--- config.mk ---
export PLATFORM = sky130hd
export DESIGN_NAME = fifo_write_status_flat
export DESIGN_NICKNAME = d
export VERILOG_FILES = /design/src/rtl/fifo_write_status_if.sv /design/src/rtl/fifo_write_status.sv /design/src/flat_wrapper.sv
export SDC_FILE = /design/constraint.sdc
export NUM_CORES = 1
export LEC_CHECK = 0
export BUFFER_PORTS_ARGS = -buffer_cell sky130_fd_sc_hd__buf_2
export CORE_MARGIN = 2
export CORE_UTILIZATION = 47
export CTS_CLUSTER_SIZE = 28
export DETAILED_ROUTE_END_ITERATION = 6
export PLACE_DENSITY = 0.85
export REMOVE_ABC_BUFFERS = 1
export SLEW_MARGIN = 0
export SYNTH_ARGS = -nofsm -noshare
export SYNTH_HDL_FRONTEND = slang
export SYNTH_SLANG_ARGS = --single-unit
--- constraint.sdc ---
create_clock -name clk -period 5.4 [get_ports clk]
set_input_delay 0.54 -clock clk [delete_from_list [all_inputs] [get_ports clk]]
set_output_delay 0.54 -clock clk [all_outputs]
set_load 0.1 [all_outputs]
--- src/rtl/fifo_write_status_if.sv ---
// Producer / memory-write / read-controller signal bundle for fifo_write_status.
// i_* are driven into the write-status block, o_* are produced by it.
interface fifo_write_status_if #(
    parameter int WORD_SIZE = 10,
    parameter int PTR       = 3
);
    logic                 i_fifo_wr;
    logic [WORD_SIZE-1:0] i_data_in;
    logic                 i_pop;
    logic                 i_peak_clr;

    logic                 o_push;
    logic [PTR-1:0]       o_wr_ptr;
    logic [WORD_SIZE-1:0] o_wr_data;
    logic [PTR:0]         o_occupancy;
    logic                 o_fifo_empty;
    logic                 o_fifo_full;
    logic                 o_almost_full;
    logic                 o_almost_empty;
    logic                 o_overflow_err;
    logic                 o_underflow_err;
    logic [PTR:0]         o_peak_occ;

    modport master (
        output i_fifo_wr, i_data_in, i_pop, i_peak_clr,
        input  o_push, o_wr_ptr, o_wr_data, o_occupancy, o_fifo_empty, o_fifo_full,
               o_almost_full, o_almost_empty, o_overflow_err, o_underflow_err, o_peak_occ
    );

    modport slave (
        input  i_fifo_wr, i_data_in, i_pop, i_peak_clr,
        output o_push, o_wr_ptr, o_wr_data, o_occupancy, o_fifo_empty, o_fifo_full,
               o_almost_full, o_almost_empty, o_overflow_err, o_underflow_err, o_peak_occ
    );
endinterface

--- src/rtl/fifo_write_status.sv ---
// FIFO write-side controller: push strobe, write pointer, occupancy and status/error flags.
// Optional peak-occupancy tracker enabled by defining FIFO_PEAK_EN.
module fifo_write_status #(
    parameter int MEM_SIZE        = 8,
    parameter int WORD_SIZE       = 10,
    parameter int PTR             = 3,
    parameter int ALMOST_FULL_TH  = 6,
    parameter int ALMOST_EMPTY_TH = 2
) (
    input  logic                clk,
    input  logic                reset,
    fifo_write_status_if.slave  bus
);
    localparam int OW = PTR + 1;
    localparam logic [PTR:0]   OCC_MAX  = OW'(MEM_SIZE);
    localparam logic [PTR:0]   AF_TH    = OW'(ALMOST_FULL_TH);
    localparam logic [PTR:0]   AE_TH    = OW'(ALMOST_EMPTY_TH);
    localparam logic [PTR-1:0] PTR_LAST = PTR'(MEM_SIZE - 1);

    logic [PTR-1:0] r_wr_ptr;
    logic [PTR:0]   r_occ;
    logic           r_empty;
    logic           r_full;
    logic           r_almost_full;
    logic           r_almost_empty;
    logic           r_overflow_err;
    logic           r_underflow_err;

    logic           w_push;
    logic [PTR-1:0] w_wr_ptr_next;
    logic [PTR:0]   w_occ_next;
    logic           w_empty_next;
    logic           w_full_next;
    logic           w_almost_full_next;
    logic           w_almost_empty_next;
    logic           w_overflow_set;
    logic           w_underflow_set;

    // A write while full is only accepted when a pop frees a slot in the same cycle.
    assign w_push = !reset && bus.i_fifo_wr && (!r_full || bus.i_pop);

    // State register: occupancy encodes EMPTY (0) / ACTIVE / FULL (MEM_SIZE).
    always_ff @(posedge clk or posedge reset) begin
        if (reset) begin
            r_wr_ptr        <= '0;
            r_occ           <= '0;
            r_empty         <= 1'b1;
            r_full          <= 1'b0;
            r_almost_full   <= 1'b0;
            r_almost_empty  <= 1'b1;
            r_overflow_err  <= 1'b0;
            r_underflow_err <= 1'b0;
        end else begin
            r_wr_ptr        <= w_wr_ptr_next;
            r_occ           <= w_occ_next;
            r_empty         <= w_empty_next;
            r_full          <= w_full_next;
            r_almost_full   <= w_almost_full_next;
            r_almost_empty  <= w_almost_empty_next;
            r_overflow_err  <= r_overflow_err  || w_overflow_set;
            r_underflow_err <= r_underflow_err || w_underflow_set;
        end
    end

    // Next-state: occupancy saturates at 0; push+pop at empty is a read-side bypass.
    always_comb begin
        w_occ_next    = r_occ;
        w_wr_ptr_next = r_wr_ptr;
        unique case ({w_push, bus.i_pop})
            2'b10:   w_occ_next = r_occ + 1'b1;
            2'b01:   w_occ_next = (r_occ == '0) ? r_occ : r_occ - 1'b1;
            default: w_occ_next = r_occ;
        endcase
        if (w_push) begin
            w_wr_ptr_next = (r_wr_ptr == PTR_LAST) ? '0 : r_wr_ptr + 1'b1;
        end
    end

    // Status decode from next occupancy so flags line up with the registered count.
    always_comb begin
        w_empty_next        = (w_occ_next == '0);
        w_full_next         = (w_occ_next == OCC_MAX);
        w_almost_full_next  = (w_occ_next >= AF_TH);
        w_almost_empty_next = (w_occ_next <= AE_TH);
        w_overflow_set      = bus.i_fifo_wr && r_full && !bus.i_pop;
        w_underflow_set     = bus.i_pop && !w_push && (r_occ == '0);
    end

`ifdef FIFO_PEAK_EN
    logic [PTR:0] r_peak_occ;

    always_ff @(posedge clk or posedge reset) begin
        if (reset) begin
            r_peak_occ <= '0;
        end else if (bus.i_peak_clr) begin
            r_peak_occ <= w_occ_next;
        end else if (w_occ_next > r_peak_occ) begin
            r_peak_occ <= w_occ_next;
        end
    end

    assign bus.o_peak_occ = r_peak_occ;
`else
    logic w_unused_peak_clr;
    assign w_unused_peak_clr = bus.i_peak_clr;
    assign bus.o_peak_occ    = '0;
`endif

    assign bus.o_push          = w_push;
    assign bus.o_wr_ptr        = r_wr_ptr;
    assign bus.o_wr_data       = bus.i_data_in;
    assign bus.o_occupancy     = r_occ;
    assign bus.o_fifo_empty    = r_empty;
    assign bus.o_fifo_full     = r_full;
    assign bus.o_almost_full   = r_almost_full;
    assign bus.o_almost_empty  = r_almost_empty;
    assign bus.o_overflow_err  = r_overflow_err;
    assign bus.o_underflow_err = r_underflow_err;
endmodule

--- src/flat_wrapper.sv ---
// flat-port wrapper written by rule: the top's interface ports become plain ports
module fifo_write_status_flat 
#(
    parameter int MEM_SIZE        = 8,
    parameter int WORD_SIZE       = 10,
    parameter int PTR             = 3,
    parameter int ALMOST_FULL_TH  = 6,
    parameter int ALMOST_EMPTY_TH = 2
)
  (clk, reset, bus_i_fifo_wr, bus_i_data_in, bus_i_pop, bus_i_peak_clr, bus_o_push, bus_o_wr_ptr, bus_o_wr_data, bus_o_occupancy, bus_o_fifo_empty, bus_o_fifo_full, bus_o_almost_full, bus_o_almost_empty, bus_o_overflow_err, bus_o_underflow_err, bus_o_peak_occ);
  fifo_write_status_if #(.WORD_SIZE(WORD_SIZE), .PTR(PTR)) bus_i ();
  input  logic clk;
  input  logic reset;
  input wire logic [$bits(bus_i.i_fifo_wr)-1:0] bus_i_fifo_wr;
  input wire logic [$bits(bus_i.i_data_in)-1:0] bus_i_data_in;
  input wire logic [$bits(bus_i.i_pop)-1:0] bus_i_pop;
  input wire logic [$bits(bus_i.i_peak_clr)-1:0] bus_i_peak_clr;
  output wire logic [$bits(bus_i.o_push)-1:0] bus_o_push;
  output wire logic [$bits(bus_i.o_wr_ptr)-1:0] bus_o_wr_ptr;
  output wire logic [$bits(bus_i.o_wr_data)-1:0] bus_o_wr_data;
  output wire logic [$bits(bus_i.o_occupancy)-1:0] bus_o_occupancy;
  output wire logic [$bits(bus_i.o_fifo_empty)-1:0] bus_o_fifo_empty;
  output wire logic [$bits(bus_i.o_fifo_full)-1:0] bus_o_fifo_full;
  output wire logic [$bits(bus_i.o_almost_full)-1:0] bus_o_almost_full;
  output wire logic [$bits(bus_i.o_almost_empty)-1:0] bus_o_almost_empty;
  output wire logic [$bits(bus_i.o_overflow_err)-1:0] bus_o_overflow_err;
  output wire logic [$bits(bus_i.o_underflow_err)-1:0] bus_o_underflow_err;
  output wire logic [$bits(bus_i.o_peak_occ)-1:0] bus_o_peak_occ;
  assign bus_i.i_fifo_wr = bus_i_fifo_wr;
  assign bus_i.i_data_in = bus_i_data_in;
  assign bus_i.i_pop = bus_i_pop;
  assign bus_i.i_peak_clr = bus_i_peak_clr;
  assign bus_o_push = bus_i.o_push;
  assign bus_o_wr_ptr = bus_i.o_wr_ptr;
  assign bus_o_wr_data = bus_i.o_wr_data;
  assign bus_o_occupancy = bus_i.o_occupancy;
  assign bus_o_fifo_empty = bus_i.o_fifo_empty;
  assign bus_o_fifo_full = bus_i.o_fifo_full;
  assign bus_o_almost_full = bus_i.o_almost_full;
  assign bus_o_almost_empty = bus_i.o_almost_empty;
  assign bus_o_overflow_err = bus_i.o_overflow_err;
  assign bus_o_underflow_err = bus_i.o_underflow_err;
  assign bus_o_peak_occ = bus_i.o_peak_occ;
  fifo_write_status #(.MEM_SIZE(MEM_SIZE), .WORD_SIZE(WORD_SIZE), .PTR(PTR), .ALMOST_FULL_TH(ALMOST_FULL_TH), .ALMOST_EMPTY_TH(ALMOST_EMPTY_TH)) u_core (.clk(clk), .reset(reset), .bus(bus_i));
endmodule
# After elaboration in Yosys (flattened, before gate mapping)
# Cells that the tools add are included.
[word_totals]
reg_bits = 13
inputBits = 15
output_inout_bits = 28
wordCells = 35
[op_classes]
add_sub_neg = 3
magnitude_cmp = 2
eq_ne = 4
muxes = 3
n_reduce_logical = 15
[ops]
columns = ["op", "count"]
rows = [
  ["$logic_not A4 Y1", 2],
  ["$pmux W4 S2", 1],
  ["$logic_and A1 B1 Y1", 6],
  ["$add A4 B1 Y4 const B", 1],
  ["$eq A4 B4 Y1 const B", 1],
  ["$ge A4 B3 Y1 const B", 1],
  ["$le A4 B2 Y1 const B", 1],
  ["$logic_not A1 Y1", 4],
  ["$mux W4", 1],
  ["$sub A4 B1 Y4 const B", 1],
  ["$add A3 B1 Y3 const B", 1],
  ["$eq A3 B3 Y1 const B", 1],
  ["$logic_or A1 B1 Y1", 3],
  ["$mux W3", 1],
  ["$eq A2 B1 Y1 const B", 1],
  ["$eq A2 B2 Y1 const B", 1],
]

# Logic depth before layout (Yosys ltp)
# Gate-level depths: netlist of run 1.
[logic_depth]
ltp_word = 7
ltp_mapped = 10
depth_no_buf = 9

# Least setup slack after synthesis of run 1
# Ideal clock, no wire load.
[synth_path]
kind = "register to register"
from = "register u_core.r_full (netlist: u_core.bus.o_fifo_full)"
to = "register u_core.r_full (netlist: u_core.bus.o_fifo_full)"
setup_ns = 0.073
arrival_ns = 5.384
t_required_ns = 5.327
path_slack_ns = -0.058
stages_incl_launch_ff = 11
path_buffers = 1
synth_period_minus_slack_ns = 5.458
path_cell_list = "dfrtp_1 -> nor2b_1 -> nor3b_1 -> inv_1 -> ha_1 -> clkbuf_1 -> nor2_1 -> mux2_4 -> a221o_1 -> or3_1 -> nor2b_1"
[synth_between]
elab_chain_cells = 6
elab_cells_between_ends = 7
cone_classes = "eq/ne (3); mux (1); reduce/logical (3)"
[synth_rtl]
columns = ["item", "line_no", "source"]
rows = [
  ["start: declaration", "fifo_write_status.sv:23", "logic r_full;"],
  ["start signal: assignment", "fifo_write_status.sv:57", "r_full <= w_full_next;"],
  ["$logic_not A1 Y1 *", "fifo_write_status.sv:40", "assign w_push = !reset && bus.i_fifo_wr && (!r_full || bus.i_pop);"],
  ["$logic_or A1 B1 Y1 *", "fifo_write_status.sv:40", ""],
  ["$logic_and A1 B1 Y1 *", "fifo_write_status.sv:40", ""],
  ["named net bus_o_push", "flat_wrapper.sv:18", "output wire logic [$bits(bus_i.o_push)-1:0] bus_o_push;"],
  ["$eq A2 B1 Y1 or $eq A2 B2 Y1 (tied branches)", "fifo_write_status.sv:69", "unique case ({w_push, bus.i_pop})"],
  ["$pmux W4 S2 *", "fifo_write_status.sv:69", ""],
  ["named net u_core.w_occ_next[1]", "fifo_write_status.sv:31", "logic [PTR:0] w_occ_next;"],
  ["$eq A4 B4 Y1 *", "fifo_write_status.sv:82", "w_full_next = (w_occ_next == OCC_MAX);"],
  ["named net u_core.w_full_next", "fifo_write_status.sv:33", "logic w_full_next;"],
]
# Mark *: on every way through the listed nets, which the timed path passes. The rest lies on a longest branch.
# A chain may end at the register's enable or synchronous reset.

# Final worst setup path of run 1
[layout_path]
from = "register u_core.r_full (netlist: u_core.bus.o_fifo_full)"
to = "register u_core.r_full (netlist: u_core.bus.o_fifo_full)"
[layout_between]
elab_chain_cells = 6
elab_cells_between_ends = 7
cone_classes = "eq/ne (3); mux (1); reduce/logical (3)"
[layout_rtl]
columns = ["item", "line_no"]
rows = [
  ["$logic_not A1 Y1 *", "fifo_write_status.sv:40"],
  ["$logic_or A1 B1 Y1 *", "fifo_write_status.sv:40"],
  ["$logic_and A1 B1 Y1 *", "fifo_write_status.sv:40"],
  ["$eq A2 B1 Y1 or $eq A2 B2 Y1 (tied branches)", "fifo_write_status.sv:69"],
  ["$pmux W4 S2 *", "fifo_write_status.sv:69"],
  ["named net u_core.w_occ_next[1]", "fifo_write_status.sv:31"],
  ["$eq A4 B4 Y1 *", "fifo_write_status.sv:82"],
  ["named net u_core.w_full_next", "fifo_write_status.sv:33"],
]
# Marks and branches as above.

==> metrics.yaml, run 1 <==
clock_network:
  clockBufferDepth: 2
  cts_sinks: 13
  cts-buffers-inserted: 3
  clk_latency_ps: 280
  root_buffer: "clkbuf_4"
  clkTransAtPathRegs_ps: 80
  cts_tree: "done"
  cts_htree_levels: 1
  post_cts_buffers: 0
  ctsHoldBuffers: 0
  cts_resized: 0
die:
  die_w_um: 45.4
  io_pins: 43
  initial_core_util_pct: 51.8
  die_h_um: 45.4
  dieArea_mm2: 0.00206
  row_count: 14
  core_mm2: 0.00156
timing:
  hold_viol: 0
  finalSetupViolCount: 0
  clock_skew_ps: 6.01
  fin_setup_tns_ps: 0
  worstMarginPinSlew_ps: 788
  fmax_mhz: 335
  rsz0062_at_grt: "false"
  period_share_pct: 55.3
  slew_headroom_pct: 47.4
  fin_crit_ps: 2990
  slew_violations: 0
synth:
  synth.most_common_cell: "buf_4"
  synth_cells: 78
  synth_area_um2: 807
  ys_ff_latch: 13
  synthArstFlopShare_pct: 100
  synth_top_area_share_pct: 34.1
  synth.largest_area_cell: "dfrtp_1"
  avgSynthCellArea_um2: 10.3
  ys_top_cells_by_area: "dfrtp_1, buf_4, ha_1"
  synth_flop_cell: "dfrtp_1"
  yosysWarnings: 0
  ys_types: 30
  synth.yosys.seq_area_share_pct: 40.6
  synth_top_cells_by_count: "buf_4, dfrtp_1, ha_1, inv_1, nor2_1"
  synth_edf_count: 0
drt:
  wl_per_cell_um: 13.7
  dr.pass1.iters: 4
  drt_iter0_markers: 2
  vias: 586
  routed_wirelength_mm: 1.41
  drc: 0
  drtAntennaViolNets: 0
  avgViaCountPerCell: 5.69
global_routing:
  overflow: 0
  track_usage_pct: 16.0
  antenna_found_initial: 0
  grt_pass1_wl_mm: 2.27
  grt_max_degree: 14
  grt_pass1_vias: 550
worst_setup_path:
  worstPathCellList: "nor2b_1, nor3b_1, inv_1, ha_1, nor2_1, mux2_4, a221o_1, or3_1, nor2b_1"
  critical_path_required_ps: 5610
  crit_top_cell: "nor2b_1"
  cp_top_family: "simple AND/OR/NAND/NOR gates"
  critical_path.max_fanout: 9
  slowest_stage: "nor3b_1"
  crit_type: "reg -> reg"
  worstSetupEndpointType: "flip-flop"
  cpPeakStageDelay_ps: 640
  arrival_ps: 3200
  crit_buf_inv: 1
  cp-start-kind: "flip-flop"
run:
  cap_violations: 0
final_layout:
  final_cells: 103
  nets: 109
  antenna_cells: 0
  area_growth_pct: 4.34
  postLayoutCoreUtil_pct: 54.0
  drive_gt1_share_pct: 36.8
place:
  gp_congestion: 0.704
  port_buffers: 17
  dp_hpwl_mm: 1.06
  placedCellCount: 99
worst_hold_path:
  hold_class: "in -> async"
run_status:
  status: "complete, no violations"
-- logic make-up after synthesis --
family	after synthesis	share of synthesized area, %
compound gates	14	12.1
buf+inv	21	16.3
mux	4	6.05
other cells	1	0.465
simple gates	19	15.2
fa+ha+maj	6	9.30
flops	13	40.6
-- final timing paths --
check,start,end,slack [ps],cells past startpoint
setup reg to reg,u_core.bus.o_fifo_full$_DFF_PP0_,u_core.bus.o_fifo_full$_DFF_PP0_,2410,9
setup / recovery,u_core.bus.o_fifo_full$_DFF_PP0_,u_core.bus.o_fifo_full$_DFF_PP0_,2410,9
min in group clk,u_core.bus.o_overflow_err$_DFF_PP0_,u_core.bus.o_overflow_err$_DFF_PP0_,450,1
max in group asynchronous,reset,u_core.bus.o_almost_empty$_DFF_PP1_,4790,2
hold reg to reg,u_core.bus.o_overflow_err$_DFF_PP0_,u_core.bus.o_overflow_err$_DFF_PP0_,450,1
hold / removal,reset,u_core.bus.o_occupancy[3]$_DFF_PP0_,270,2
-- cell usage in the layout, fill, tap and decap left out, drive strengths merged --
cell type,synthesis,layout
or3b,1,1
nor3,1,1
and3b,1,1
nor2,4,4
a32oi,1,1
nor3b,2,2
mux2,4,4
ha,6,6
a21oi,2,2
clkinv,0,1
nand3b,1,1
buf,14,17
nand2,1,1
dfstp,2,2
conb,1,4
and4bb,1,1
dfrtp,11,11
or3,1,1
inv,6,6
a21o,3,3
or2,1,1
a221o,1,1
a211oi,1,1
o31ai,3,3
o21ai,3,3
nand3,1,1
and2b,1,1
clkbuf,1,3
nor2b,3,3
-- flip-flops by register name, summed over array words and instances, names as in the netlist --
signal and count:
u_core.bus.o_wr_ptr 3, u_core.bus.o_fifo_empty 1, u_core.bus.o_almost_empty 1, u_core.bus.o_occupancy 4
u_core.bus.o_almost_full 1, u_core.bus.o_overflow_err 1, u_core.bus.o_fifo_full 1, u_core.bus.o_underflow_err 1
-- metrics by stage --
stage          setup slack (ps)  hold slack [ps]  instance area (um^2)
6_report                   2410              268                   842
5_1_grt                    2180              306                   842
4_1_cts                    2400              281                   842
3_5_place_dp               2180              441                   815
3_3_place_gp               2340              434                   815
2_1_floorplan              58.0              416                   709
-- metal layers --
metal	wire, um	vias up	track usage [%]
li1	-	272	-
met2	638	42	21.1
met5	0	-	0
met1	555	270	17.6
met3	198	2	14.3
met4	13	0	7.06
-- final cells by class --
cell class,count,area (um^2)
Inverter,6,22.5
Multi-Input combinational cell,47,359
Tap cell,16,20.0
Timing Repair Buffer,17,85.1
Sequential cell,13,328
Fill cell,141,717
Clock buffer,3,22.5
Clock inverter,1,5.00
Power of run 1 is not shown: default switching activity piles up to over one toggle a cycle in this logic, so the estimate is an artifact.
==> run 2: changes to the inputs <==
- CORE_UTILIZATION: 47 -> 39
- PLACE_DENSITY: 0.85 -> 0.76
- clock period: 5.4 -> 2.4 ns (I/O delays scaled with it)
==> metrics.yaml, run 2 (same netlist as run 1, synthesis figures left out) <==
drt:
  vias: 606  # +3.4%
  avgViaCountPerCell: 5.01  # -12%
  wl_per_cell_um: 13.2  # -3.1%
  drtAntennaViolNets: 0  # unchanged
  dr.pass1.iters: 5  # +1
  drt_iter0_markers: 5  # +3
  routed_wirelength_mm: 1.60  # +14%
  drc: 0  # unchanged
worst_setup_path:
  reg2reg_depth: 9  # unchanged
  worstSetupEndpointType: "flip-flop"
  crit_type: "reg -> reg"
  cp-start-kind: "flip-flop"
  critical_path.max_fanout: 3  # -6
  critical_path_required_ps: 2610  # -3000 ps
  arrival_ps: 2490  # -710 ps
die:
  core_mm2: 0.00196  # +26%
  die_h_um: 49.5  # +8.9%
  row_count: 16  # +2
  io_pins: 43  # unchanged
  die_w_um: 49.5  # +8.9%
  initial_core_util_pct: 41.1  # -11 points
  dieArea_mm2: 0.00245  # +19%
timing:
  finalSetupViolCount: 0  # unchanged
  hold_viol: 0  # unchanged
  fin_crit_ps: 2280  # -711 ps
  period_share_pct: 94.8  # +39 points
  fin_setup_tns_ps: 0  # unchanged
  rsz0062_at_grt: "true"
  slew_headroom_pct: 61.6  # +14 points
  worstMarginPinSlew_ps: 570  # -217 ps
  fmax_mhz: 440  # +31%
  slew_violations: 0  # unchanged
  clock_skew_ps: 14.0  # +8.00 ps
place:
  dp_hpwl_mm: 1.16  # +9.3%
  gp_congestion: 0.759  # +7.8%
  port_buffers: 17  # unchanged
clock_network:
  clockBufferDepth: 2  # unchanged
  root_buffer: "clkbuf_4"
  post_cts_buffers: 0  # unchanged
  cts_sinks: 13  # unchanged
  clk_latency_ps: 290  # about the same
  cts_tree: "done"
  cts_htree_levels: 1  # unchanged
  cts-buffers-inserted: 3  # unchanged
  clkTransAtPathRegs_ps: 90  # about the same
worst_hold_path:
  holdPathStages: 2
  hold_class: "in -> reg"
final_layout:
  area_growth_pct: 17.5
  seqCellArea_um2: 328  # unchanged
  antenna_cells: 0  # unchanged
  multi_input_area_um2: 398  # +11%
  layout_common_cells: "buf_2, dfrtp_1, inv_1, ha_1, buf_4"
  drive_gt1_share_pct: 45.7  # +9.0 points
  final_common_cell: "buf_2"
  fillers: 188  # +33%
  nets: 116  # +6.4%
  largest_register_ff_count: 4  # unchanged
run_status:
  status: "complete, no violations"
global_routing:
  grt_pass1_vias: 623  # +13%
  track_usage_pct: 14.3  # -1.7 points
  grt_pass1_wl_mm: 2.66  # +17%
  grt_max_degree: 14  # unchanged
  antenna_found_initial: 0  # unchanged
  overflow: 0  # unchanged
run:
  cap_violations: 0  # unchanged
run 2: worst paths after layout:
path                            slack, ps                                 from                                  end
worst max-delay path                  120     u_core.bus.o_fifo_full$_DFF_PP0_    u_core.bus.o_fifo_empty$_DFF_PP1_
worst min-delay path                  160                        bus_i_fifo_wr  u_core.bus.o_overflow_err$_DFF_PP0_
worst max register to register        120     u_core.bus.o_fifo_full$_DFF_PP0_    u_core.bus.o_fifo_empty$_DFF_PP1_
worst min register to register        470  u_core.bus.o_overflow_err$_DFF_PP0_  u_core.bus.o_overflow_err$_DFF_PP0_
max in group asynchronous            1510                                reset  u_core.bus.o_almost_empty$_DFF_PP1_
min in group asynchronous             520                                reset  u_core.bus.o_overflow_err$_DFF_PP0_
run 2: cell type report:
class	instances	area share [%]
Inverter	6	2.37
Sequential cell	13	34.6
Multi-Input combinational cell	47	42.0
Tap cell	27	3.56
Timing Repair Buffer	24	14.8
Clock buffer	4	2.77
run 2: per-stage QoR:
stage / setup WS (ps) / hold WS [ps] / std cells / utilization (%) / instance area (um^2)
4_1_cts: 53.7 / 156 / 121 / 46.4 / 910
2_1_floorplan: -2940 / 116 / 66 / - / 709
3_3_place_gp: 156 / 284 / 116 / 44.5 / 873
5_1_grt: -20.0 / 173 / 121 / 48.3 / 948
3_5_place_dp: 121 / 306 / 116 / 44.5 / 873
6_report: 125 / 162 / 121 / 48.3 / 948
run 2: routing by layer:
metal | global-route usage [%] | routed length (um) | part of all wire, % | vias to the layer above
met4 | 8.33 | 46 | 2.9 | 0
met3 | 7.88 | 190 | 12 | 5
met5 | 0 | 0 | 0 | -
met1 | 14.0 | 570 | 36 | 280
li1 | - | - | - | 282
met2 | 23.6 | 792 | 50 | 39
run 2: what timing repair did:
action / 4_1_cts / 5_1_grt
endpoints found under the hold margin: 6 / 0
gates resized for setup: 0 / 8
hold buffers: 1 / 0
endpoints found under the setup margin: 0 / 4
run 2: critical path, cell delays in order, from the launching register on:
cell	delay, ps
dfrtp_1	390
nor2b_1	150
nor3b_2	200
inv_1	60
ha_1	320
nor2_1	60
mux2_4	250
a221o_1	330
or3_4	340
nor2_1	100
Power of run 2 is left out for the same reason.
